===== src/rtl/pwm_synth_voice.sv =====
// -----------------------------------------------------------------------------
// pwm_synth_voice
//   Single-voice audio synthesiser for a mono PWM amplifier pin.
//   A DDS phase accumulator produces a saw, square or triangle wave. The wave is
//   scaled by an attack/sustain/release envelope and the result is emitted as a
//   PWM duty cycle. Configuration arrives through a valid/ready handshake. It is
//   parked in a one-entry pending slot and applied only on a PWM period
//   boundary, so waveform and frequency changes never cut a period short.
//
// Ports
//   clk        system clock (single clock domain)
//   reset      synchronous, active-high reset
//   gate       note on (1) / note off (0), sampled on period boundaries
//   cfg_valid  configuration request
//   cfg_ready  pending slot is free (registered)
//   cfg_freq   DDS tuning word; 0 holds the phase
//   cfg_mode   00 saw, 01 square, 10 triangle, 11 silent
//   pwm_out    registered PWM audio output (AUD_PWM)
//   amp_en     amplifier enable (AUD_SD), high whenever the envelope is active
//   env_state  00 IDLE, 01 ATTACK, 10 SUSTAIN, 11 RELEASE
// -----------------------------------------------------------------------------
module pwm_synth_voice #(
  parameter int PWM_BITS     = 8,
  parameter int PHASE_BITS   = 24,
  parameter int CLK_DIV      = 4,
  parameter int ATTACK_STEP  = 8,
  parameter int RELEASE_STEP = 4
) (
  input  logic                  clk,
  input  logic                  reset,
  input  logic                  gate,
  input  logic                  cfg_valid,
  output logic                  cfg_ready,
  input  logic [PHASE_BITS-1:0] cfg_freq,
  input  logic [1:0]            cfg_mode,
  output logic                  pwm_out,
  output logic                  amp_en,
  output logic [1:0]            env_state
);

  localparam int DIV_W = (CLK_DIV > 1) ? $clog2(CLK_DIV) : 1;
  localparam logic [DIV_W-1:0]    DIV_LAST    = DIV_W'(CLK_DIV - 1);
  localparam logic [PWM_BITS-1:0] ENV_MAX     = '1;
  localparam logic [PWM_BITS:0]   ATTACK_INC  = (PWM_BITS + 1)'(ATTACK_STEP);
  localparam logic [PWM_BITS:0]   RELEASE_DEC = (PWM_BITS + 1)'(RELEASE_STEP);

  typedef enum logic [1:0] {
    IDLE    = 2'b00,
    ATTACK  = 2'b01,
    SUSTAIN = 2'b10,
    RELEASE = 2'b11
  } env_state_e;

  typedef enum logic [1:0] {
    MODE_SAW      = 2'b00,
    MODE_SQUARE   = 2'b01,
    MODE_TRIANGLE = 2'b10,
    MODE_SILENT   = 2'b11
  } wave_mode_e;

  // Timebase and voice state
  logic [DIV_W-1:0]      div_cnt;
  logic [PWM_BITS-1:0]   pwm_cnt;
  logic [PHASE_BITS-1:0] phase;
  logic [PHASE_BITS-1:0] freq_word;
  wave_mode_e            mode;
  logic [PWM_BITS-1:0]   duty;
  logic [PWM_BITS-1:0]   env;
  env_state_e            state;

  // One-entry configuration slot
  logic                  pending_full;
  logic [PHASE_BITS-1:0] pending_freq;
  wave_mode_e            pending_mode;

  logic tick;
  logic boundary;
  logic transfer;

  assign tick     = (div_cnt == DIV_LAST);
  assign boundary = tick && (&pwm_cnt);
  assign transfer = cfg_valid && cfg_ready;

  assign amp_en    = (state != IDLE);
  assign env_state = state;

  // ---------------------------------------------------------------------------
  // Waveform generation and envelope scaling
  // ---------------------------------------------------------------------------
  logic [PWM_BITS-1:0] phase_top;
  logic [PWM_BITS-1:0] tri_base;
  logic [PWM_BITS-1:0] wave;
  logic [PWM_BITS-1:0] sample;

  always_comb begin
    // NOTE: every signal written in always_comb gets a default first, so no path leaves it unassigned and no latch is inferred.
    wave      = '0;
    phase_top = phase[PHASE_BITS-1 -: PWM_BITS];
    // Triangle rises over the first half-cycle at twice the saw slope, then
    // mirrors itself over the second half.
    tri_base  = {phase_top[PWM_BITS-2:0], 1'b0};
    unique case (mode)
      MODE_SAW:      wave = phase_top;
      MODE_SQUARE:   wave = phase[PHASE_BITS-1] ? '0 : ENV_MAX;
      MODE_TRIANGLE: wave = phase[PHASE_BITS-1] ? ~tri_base : tri_base;
      MODE_SILENT:   wave = '0;
      default:       wave = '0;
    endcase
  end

  // Unsigned full-width product, upper half kept as the next duty value.
  assign sample = PWM_BITS'(({{PWM_BITS{1'b0}}, wave} * {{PWM_BITS{1'b0}}, env}) >> PWM_BITS);

  // ---------------------------------------------------------------------------
  // Envelope next-state. A gate-driven transition holds env for that step, so
  // a retrigger continues from the current level.
  // ---------------------------------------------------------------------------
  logic [PWM_BITS:0]   env_sum;
  logic [PWM_BITS-1:0] env_next;
  env_state_e          state_next;

  assign env_sum = {1'b0, env} + ATTACK_INC;

  always_comb begin
    env_next   = env;
    state_next = state;
    unique case (state)
      IDLE: begin
        env_next = '0;
        if (gate) state_next = ATTACK;
      end
      ATTACK: begin
        if (!gate) begin
          state_next = RELEASE;
        end else if (env_sum >= {1'b0, ENV_MAX}) begin
          env_next   = ENV_MAX;
          state_next = SUSTAIN;
        end else begin
          env_next = env_sum[PWM_BITS-1:0];
        end
      end
      SUSTAIN: begin
        env_next = ENV_MAX;
        if (!gate) state_next = RELEASE;
      end
      RELEASE: begin
        if (gate) begin
          state_next = ATTACK;
        end else if ({1'b0, env} <= RELEASE_DEC) begin
          env_next   = '0;
          state_next = IDLE;
        end else begin
          env_next = env - RELEASE_DEC[PWM_BITS-1:0];
        end
      end
      default: begin
        env_next   = '0;
        state_next = IDLE;
      end
    endcase
  end

  // ---------------------------------------------------------------------------
  // Sequential state
  // ---------------------------------------------------------------------------
  always_ff @(posedge clk) begin
    // NOTE: sequential state uses non-blocking assignments so every register samples pre-edge values, which is what the boundary update relies on.
    if (reset) begin
      div_cnt      <= '0;
      pwm_cnt      <= '0;
      phase        <= '0;
      freq_word    <= '0;
      mode         <= MODE_SILENT;
      duty         <= '0;
      env          <= '0;
      state        <= IDLE;
      pending_full <= 1'b0;
      cfg_ready    <= 1'b1;
      pwm_out      <= 1'b0;
      // NOTE: the pending payload is deliberately not reset; pending_full qualifies it.
    end else begin
      div_cnt <= tick ? '0 : div_cnt + 1'b1;
      if (tick) pwm_cnt <= pwm_cnt + 1'b1;

      pwm_out <= (pwm_cnt < duty);

      if (boundary) begin
        duty  <= sample;
        phase <= phase + freq_word;
        env   <= env_next;
        state <= state_next;
        // Phase is left running so a frequency change stays phase-continuous.
        if (pending_full) begin
          freq_word    <= pending_freq;
          mode         <= pending_mode;
          pending_full <= 1'b0;
          cfg_ready    <= 1'b1;
        end
      end

      // cfg_ready is low whenever the slot is full, so a transfer can never
      // collide with the slot being drained on the same edge.
      if (transfer) begin
        pending_freq <= cfg_freq;
        pending_mode <= wave_mode_e'(cfg_mode);
        pending_full <= 1'b1;
        cfg_ready    <= 1'b0;
      end
    end
  end

endmodule

===== config.mk =====
export PLATFORM = sky130hd
export DESIGN_NAME = pwm_synth_voice
export DESIGN_NICKNAME = d
export VERILOG_FILES = /design/src/rtl/pwm_synth_voice.sv
export SDC_FILE = /design/constraint.sdc
export NUM_CORES = 1
export LEC_CHECK = 0
export CAP_MARGIN = 20
export CELL_PAD_IN_SITES_DETAIL_PLACEMENT = 1
export CELL_PAD_IN_SITES_GLOBAL_PLACEMENT = 1
export CORE_ASPECT_RATIO = 1.2
export CORE_MARGIN = 3
export CORE_UTILIZATION = 45
export DETAILED_ROUTE_END_ITERATION = 12
export GPL_TIMING_DRIVEN = 1
export HOLD_SLACK_MARGIN = 0.03
export PLACE_DENSITY_LB_ADDON = 0.25
export SETUP_SLACK_MARGIN = 0.3
export SYNTH_ARGS = -nofsm -noshare
export SYNTH_HDL_FRONTEND = slang
export SYNTH_SLANG_ARGS = --single-unit

===== constraint.sdc =====
create_clock -name clk -period 7.9 [get_ports clk]
set_input_delay 1.58 -clock clk [delete_from_list [all_inputs] [get_ports clk]]
set_output_delay 1.58 -clock clk [all_outputs]
set_load 0.01 [all_outputs]

==> results_dict.tcl <==
set metrics [dict create \
    outcome "completed" \
    critical_path_buf_inv_count 3 \
    fin_crit_sh_pct 71.6 \
    synth_most_common_cell "nand2_1" \
    groute.usage.overall_pct 19.7 \
    synth_top_family_by_area "adder cells" \
    rsz0062_at_grt "no" \
    max_freq_ghz 0.177 \
    relSlewSlack_pct 41.1 \
    synthCells 838 \
    tns_ns 0 \
    grt_pass1_wl_um 29000 \
    die_h_um 146 \
    grt_pass1_vias 6159 \
    synth_fa_ha_area_share_pct 22.8 \
    grt-ovfl-total 0 \
    io_pins 35 \
    numPortBuffers 34 \
    routed_via_density 5.48 \
    powerDensity_mw_per_mm2 134 \
    cp-start-kind "flop" \
    end_kind "flop" \
    synth_area_mm2 0.00734 \
    yosysTopAreaCellShare_pct 21.8 \
    drv_slew 0 \
    clk_path_buf_depth 2 \
    critPathMaxStageDelay_ns 0.69 \
    multiInputGateArea_mm2 0.00455 \
    dieArea_mm2 0.0179 \
    core_mm2 0.0158 \
    critPathKind "reg2reg" \
    grt_max_degree 86 \
    clk-insertion-delay-late_ns 0.35 \
    numCtsBuffers 9 \
    cts_tree "done" \
    finalSetupViolCount 0 \
    numPlacedInstances 1047 \
    synth_nets 980 \
    maxCapViolations 0 \
    yosys-top-cells-area "dfxtp_1 (22%), ha_1 (13%), edfxtp_1 (11%)" \
    synth_mux_area_share_pct 0.818 \
    ys_ff_latch 106 \
    ir_worst_vdd_mv 0.113 \
    yosysSeqAreaShare_pct 32.4 \
    synth-compound-area-share_pct 16.0 \
    yosysTopAreaCell "dfxtp_1" \
    clock-sinks 106 \
    skew_ns 0.00671 \
    firstDrtPassIters 4 \
    synth_commonest_cells "nand2_1 (139), dfxtp_1 (80), a21oi_1 (77), ha_1 (76), inv_1 (64)" \
    root_buffer "clkbuf_16" \
    seqCellArea_mm2 0.00238 \
    n_fill_cell 1867 \
    wirelength_um 17000 \
    ant_nets 0 \
    cellLeakagePower_nw 3.46 \
    synthXorXnorAreaFrac_pct 4.17 \
    antenna_found_initial 0 \
    cts_setup_buffers 0 \
    async_flop_share_pct 0 \
    row_count 50 \
    hold_violations 0 \
    yosys.area_share.simple_pct 18.1 \
    final_cells 1065 \
    avgSynthCellArea_um2 8.76 \
    critical_path.max_fanout 12 \
    synthFlopType "dfxtp_1" \
    crit_slowest_cell "dfxtp_1" \
    drive_above_1_share_pct 4.08 \
    synth_edf_count 26 \
    clk_transition_reported_paths_ns 0.07 \
    initial_core_util_pct 46.4 \
    drt_iter0_drc 162 \
    nets 994 \
    area_growth_syn_to_layout_pct 11.3 \
    die_w_um 123 \
    post_cts_resized 0 \
    finalCriticalPeriod_ns 5.65 \
    yosysUniqueCellTypes 64 \
    crit_family "adder cells" \
    ff2ff_setup_slack_ns 2.25 \
    drcViolationCount 0 \
    drt-wirelength-per-cell_um 16.0 \
    dpl.hpwl_um 12400 \
    cts_max_level 3 \
    ctsHoldBuffers 0 \
    globalplace.congestion 0.817 \
    tightest_slew_ns 0.884 \
    insertedDiodeCount 0 \
    hold_path.class "reg2reg" \
    yosys_warnings 0 \
    vias 5833 \
    required_ns 8.17 \
    path_cells "xnor2_1 -> nand2_1 -> o21ai_0 -> o21ai_0 -> nand2_1 -> fa_1 -> inv_1 -> ha_1 -> inv_1 -> fa_1 -> fa_1 -> inv_1 -> ha_1 -> o21a_1 -> o21a_1 -> o21ai_0 -> a21oi_2 -> a211o_1 -> a21oi_1 -> xnor2_1 -> nand2_1 -> a21oi_1" \
    arrival_ns 5.93 \
]
[registers in the layout, summed over array words and instances (netlist names)]
signal and flops:
duty 8, pwm_out 1, env 7, pending_mode 2
pending_freq 24, pwm_cnt 8, phase 24, cfg_ready 1
mode 2, pending_full 1, env_state 2, div_cnt 2
freq_word 24
[power by group]
part / switching (mW) / internal (mW) / leakage, nW
registers: 0.00349 / 0.565 / 0.886
clock network: 0.196 / 0.298 / 0.156
logic: 0.0152 / 0.0178 / 2.42
total: 0.214 / 0.881 / 3.46
[cells in the final DEF (no fill, tap or decap), types with 10 or more instances in the layout]
cell	Yosys	final
clkbuf_16	0	10
a211oi_1	10	10
nor2_1	61	60
and2_1	19	19
edfxtp_1	26	26
a21o_1	14	14
a21oi_1	77	77
o21ai_0	31	31
dfxtp_1	80	80
nand2_1	139	139
xor2_1	13	13
nor3_1	13	13
inv_1	64	64
xnor2_1	22	22
ha_1	76	76
clkdlybuf4s50_1	0	33
fa_1	36	36
[layer usage]
metal | routed length (µm) | vias to the layer above | track usage (%)
met3 | 294 | 16 | 2.49
met4 | 213 | 0 | 5.21
li1 | - | 2878 | -
met2 | 9150 | 55 | 36.2
met1 | 7360 | 2884 | 23.8
met5 | 0 | - | 0
[worst register-to-register path: cells and delay by family (launching register included)]
family | cells | cell delay (ns)
AO/OA/AOI/OAI | 9 | 2.00
adder cells (fa/ha/maj) | 5 | 2.15
AND/OR/NAND/NOR | 3 | 0.33
flip-flops | 1 | 0.69
XOR/XNOR | 2 | 0.27
buffers and inverters | 3 | 0.15
[kinds of logic after synthesis]
family / count (synthesis)
AND/OR/NAND/NOR: 292
AO/OA/AOI/OAI: 186
adder cells (fa/ha/maj): 112
flip-flops: 106
buffers and inverters: 101
XOR/XNOR: 35
multiplexers: 6
[per-stage QoR]
stage | total power [mW] | worst slack [ns] | hold slack (ns) | instance area [µm²] | util [%]
after detailed placement | 0.615 | 2.31 | 0.435 | 7790 | 49.2
after global placement | 0.613 | 2.53 | 0.412 | 7790 | 49.2
after floorplan | 0.594 | 3.04 | 0.404 | 7340 | -
after global routing | 1.13 | 1.82 | 0.472 | 8180 | 51.7
final | 1.10 | 2.25 | 0.440 | 8180 | 51.7
after CTS | 1.11 | 2.27 | 0.446 | 8120 | 51.3
[worst paths after layout]
check,startpoint,end,depth (start not counted)
hold / removal,div_cnt[0],div_cnt[0],1
setup reg to reg,phase[23],duty[5],22
hold reg to reg,div_cnt[0],div_cnt[0],1
setup / recovery,phase[23],duty[5],22
[final cells by class]
| type | count | area share [%] |
|---|---|---|
| timing repair buffer | 40 | 5.14 |
| clock buffer | 14 | 3.24 |
| inverter | 64 | 2.94 |
| clock inverter | 2 | 0.735 |
| multi-input combinational | 631 | 55.6 |
| sequential | 106 | 29.1 |
| tap | 208 | 3.18 |
Note: power is estimated with default switching activity, not from simulation.
==> RTL change (same settings) <==
Put one more register stage on the output `pwm_out`, with the module's reset. The value now appears one clock later. The other outputs are not delayed to match. Comments in the files are not updated.
--- a/src/rtl/pwm_synth_voice.sv
+++ b/src/rtl/pwm_synth_voice.sv
@@ -60,2 +60,4 @@
 
+  logic pwm_s0;
+
   // Timebase and voice state
@@ -178,3 +180,3 @@
       cfg_ready    <= 1'b1;
-      pwm_out      <= 1'b0;
+      pwm_s0       <= 1'b0;
       // NOTE: the pending payload is deliberately not reset; pending_full qualifies it.
@@ -184,3 +186,3 @@
 
-      pwm_out <= (pwm_cnt < duty);
+      pwm_s0 <= (pwm_cnt < duty);
 
@@ -211,2 +213,10 @@
 
+  always_ff @(posedge clk) begin
+    if (reset) begin
+      pwm_out <= '0;
+    end else begin
+      pwm_out <= pwm_s0;
+    end
+  end
+
 endmodule
Behaviour: no difference found for any inputs over 10 cycles, from zero or initial values and one cycle with reset high; that may be too few to reach the edited logic, so the function may still have changed.
==> RTL change against the original RTL <==
  * Routed wire length up 3.7%
  * Count of clock-buffer cells in the layout down 3
  * Total power is 0.14% higher
  * Sequential cell count grew 1
  * First-iteration DRC count increased by 29%
  * Die area grew 0.99%
  * Synthesized area is 1.0% higher
  * Worst setup slack worse by 0.37 ns
  * Via count up 2.9%
  * Design area rose by 0.38%
  * Clock power fell by 0.8%
  * Largest power group unchanged
==> RTL change: results (changes against the original RTL) <==
* Via count of the first global-routing pass: 6547 (+6.3%)
* Via Count: 6001 (+2.9%)
- Grt met2 use: 37.0% (+0.72 points)
- The largest voltage drop on the vdd net came to 92.0 uV (-19%).
- The number of DRC markers in iteration 0 was 209 (+29%).
- The global router's overall resource usage was 20.5% (+0.86 points).
* Part of the Yosys area used for sequential elements: 32.4% (-0.064 points)
- Worst slew margin relative to its limit: 33.2% (-7.9 points)
* Clk_skew: 0.0103 ns (+0.00355 ns)
* Post-DP HPWL: 13300 um (+6.9%)
* Cell types with the largest area share after synthesis: sky130_fd_sc_hd__dfxtp_1 (22%), sky130_fd_sc_hd__ha_1 (13%), sky130_fd_sc_hd__edfxtp_1 (11%)
- The leakage power total was 0.00346 uW (about the same).
* Netlist cell types: 66 (+3.1%)
- Via density per instance: 5.59 (+2.0%)
- Ranking of synthesized cells by instance count: sky130_fd_sc_hd__nand2_1 (132), sky130_fd_sc_hd__dfxtp_1 (81), sky130_fd_sc_hd__ha_1 (76)
- The met3 layer usage reported by global route came to 3.06% (+0.57 points).
- Total wire length: 17600 um (+3.7%)
* Fraction of layout instances using a drive strength above 1: 3.93% (-0.16 points)
- DP Cell Count: 1058 (+1.1%)
- The critical path data arrival time is 6.29 ns (+0.36 ns).
- The run finished with clean final reports.
* Average instance area after synthesis: 8.74 um2 (-0.27%)
- Pin count of the biggest net entering global routing: 77 (-10%)
* Met1 Usage GRT: 24.2% (+0.40 points)
* Final GP Congestion: 0.887 (+8.6%)
* Instance area after placement: 0.00789 mm2 (+1.2%)
- The synthesized net count came to 991 (+1.1%).
RTL change: layout make-up:
type                    instances  area [um2]
repair buffers                 38         365
clock buffers                  11         233
clock inverters                 5        82.6
well taps                     208         260
flip-flops and latches        107        2400
multi-input cells             632        4590
inverters                      73         274
fillers                      1867        7680
RTL change: routing by layer:
metal,share of wire [%],vias up
li1,-,2921
met1,42,2986
met2,53,58
met3,2.1,36
met4,3.0,0
met5,0,-
RTL change: logic make-up after synthesis:
family	count (synthesis)	share of synthesized area [%]
xor+xnor	32	3.78
simple gates	294	18.3
buf+inv	110	5.77
fa+ha+maj	112	22.5
mux	5	0.691
compound gates	189	16.6
flops	107	32.4
RTL change: through the flow:
stage	worst slack [ns]	util [%]	hold slack [ns]
detailed placement	1.89	49.7	0.425
finish	1.87	51.6	0.428
CTS	1.89	51.6	0.436
global placement	2.12	49.7	0.412
global route	1.44	51.6	0.459
floorplan	2.58	-	0.404
RTL change: worst max-delay path, stage by stage, from the launching register on:
cell                       delay (ns)
sky130_fd_sc_hd__dfxtp_1         0.68
sky130_fd_sc_hd__xnor2_1         0.14
sky130_fd_sc_hd__nand2_1         0.08
sky130_fd_sc_hd__o21ai_0         0.07
sky130_fd_sc_hd__o21ai_0         0.61
sky130_fd_sc_hd__nand2_1         0.18
sky130_fd_sc_hd__fa_1            0.46
sky130_fd_sc_hd__fa_1            0.54
sky130_fd_sc_hd__fa_1            0.44
sky130_fd_sc_hd__fa_1            0.55
sky130_fd_sc_hd__inv_1           0.04
sky130_fd_sc_hd__ha_1            0.28
sky130_fd_sc_hd__o21a_1          0.10
sky130_fd_sc_hd__o21ai_0         0.25
sky130_fd_sc_hd__a211oi_2        0.10
sky130_fd_sc_hd__or4_4           0.56
sky130_fd_sc_hd__a41o_1          0.29
sky130_fd_sc_hd__or4b_1          0.48
sky130_fd_sc_hd__o311ai_1        0.08
RTL change: final timing paths:
path	to	slack, ns	depth (start not counted)
worst max register to register	duty[6]	1.87	18
worst max-delay path	duty[6]	1.87	18
worst min register to register	div_cnt[0]	0.43	1
worst min-delay path	div_cnt[0]	0.43	1
RTL change: power by group:
part           leakage, uW  total [uW]  internal [uW]  switching (uW)
clock network     0.000155         489            280             209
registers         0.000894         574            570            3.65
logic              0.00241        33.4           17.7            15.7
total              0.00346        1100            868             229
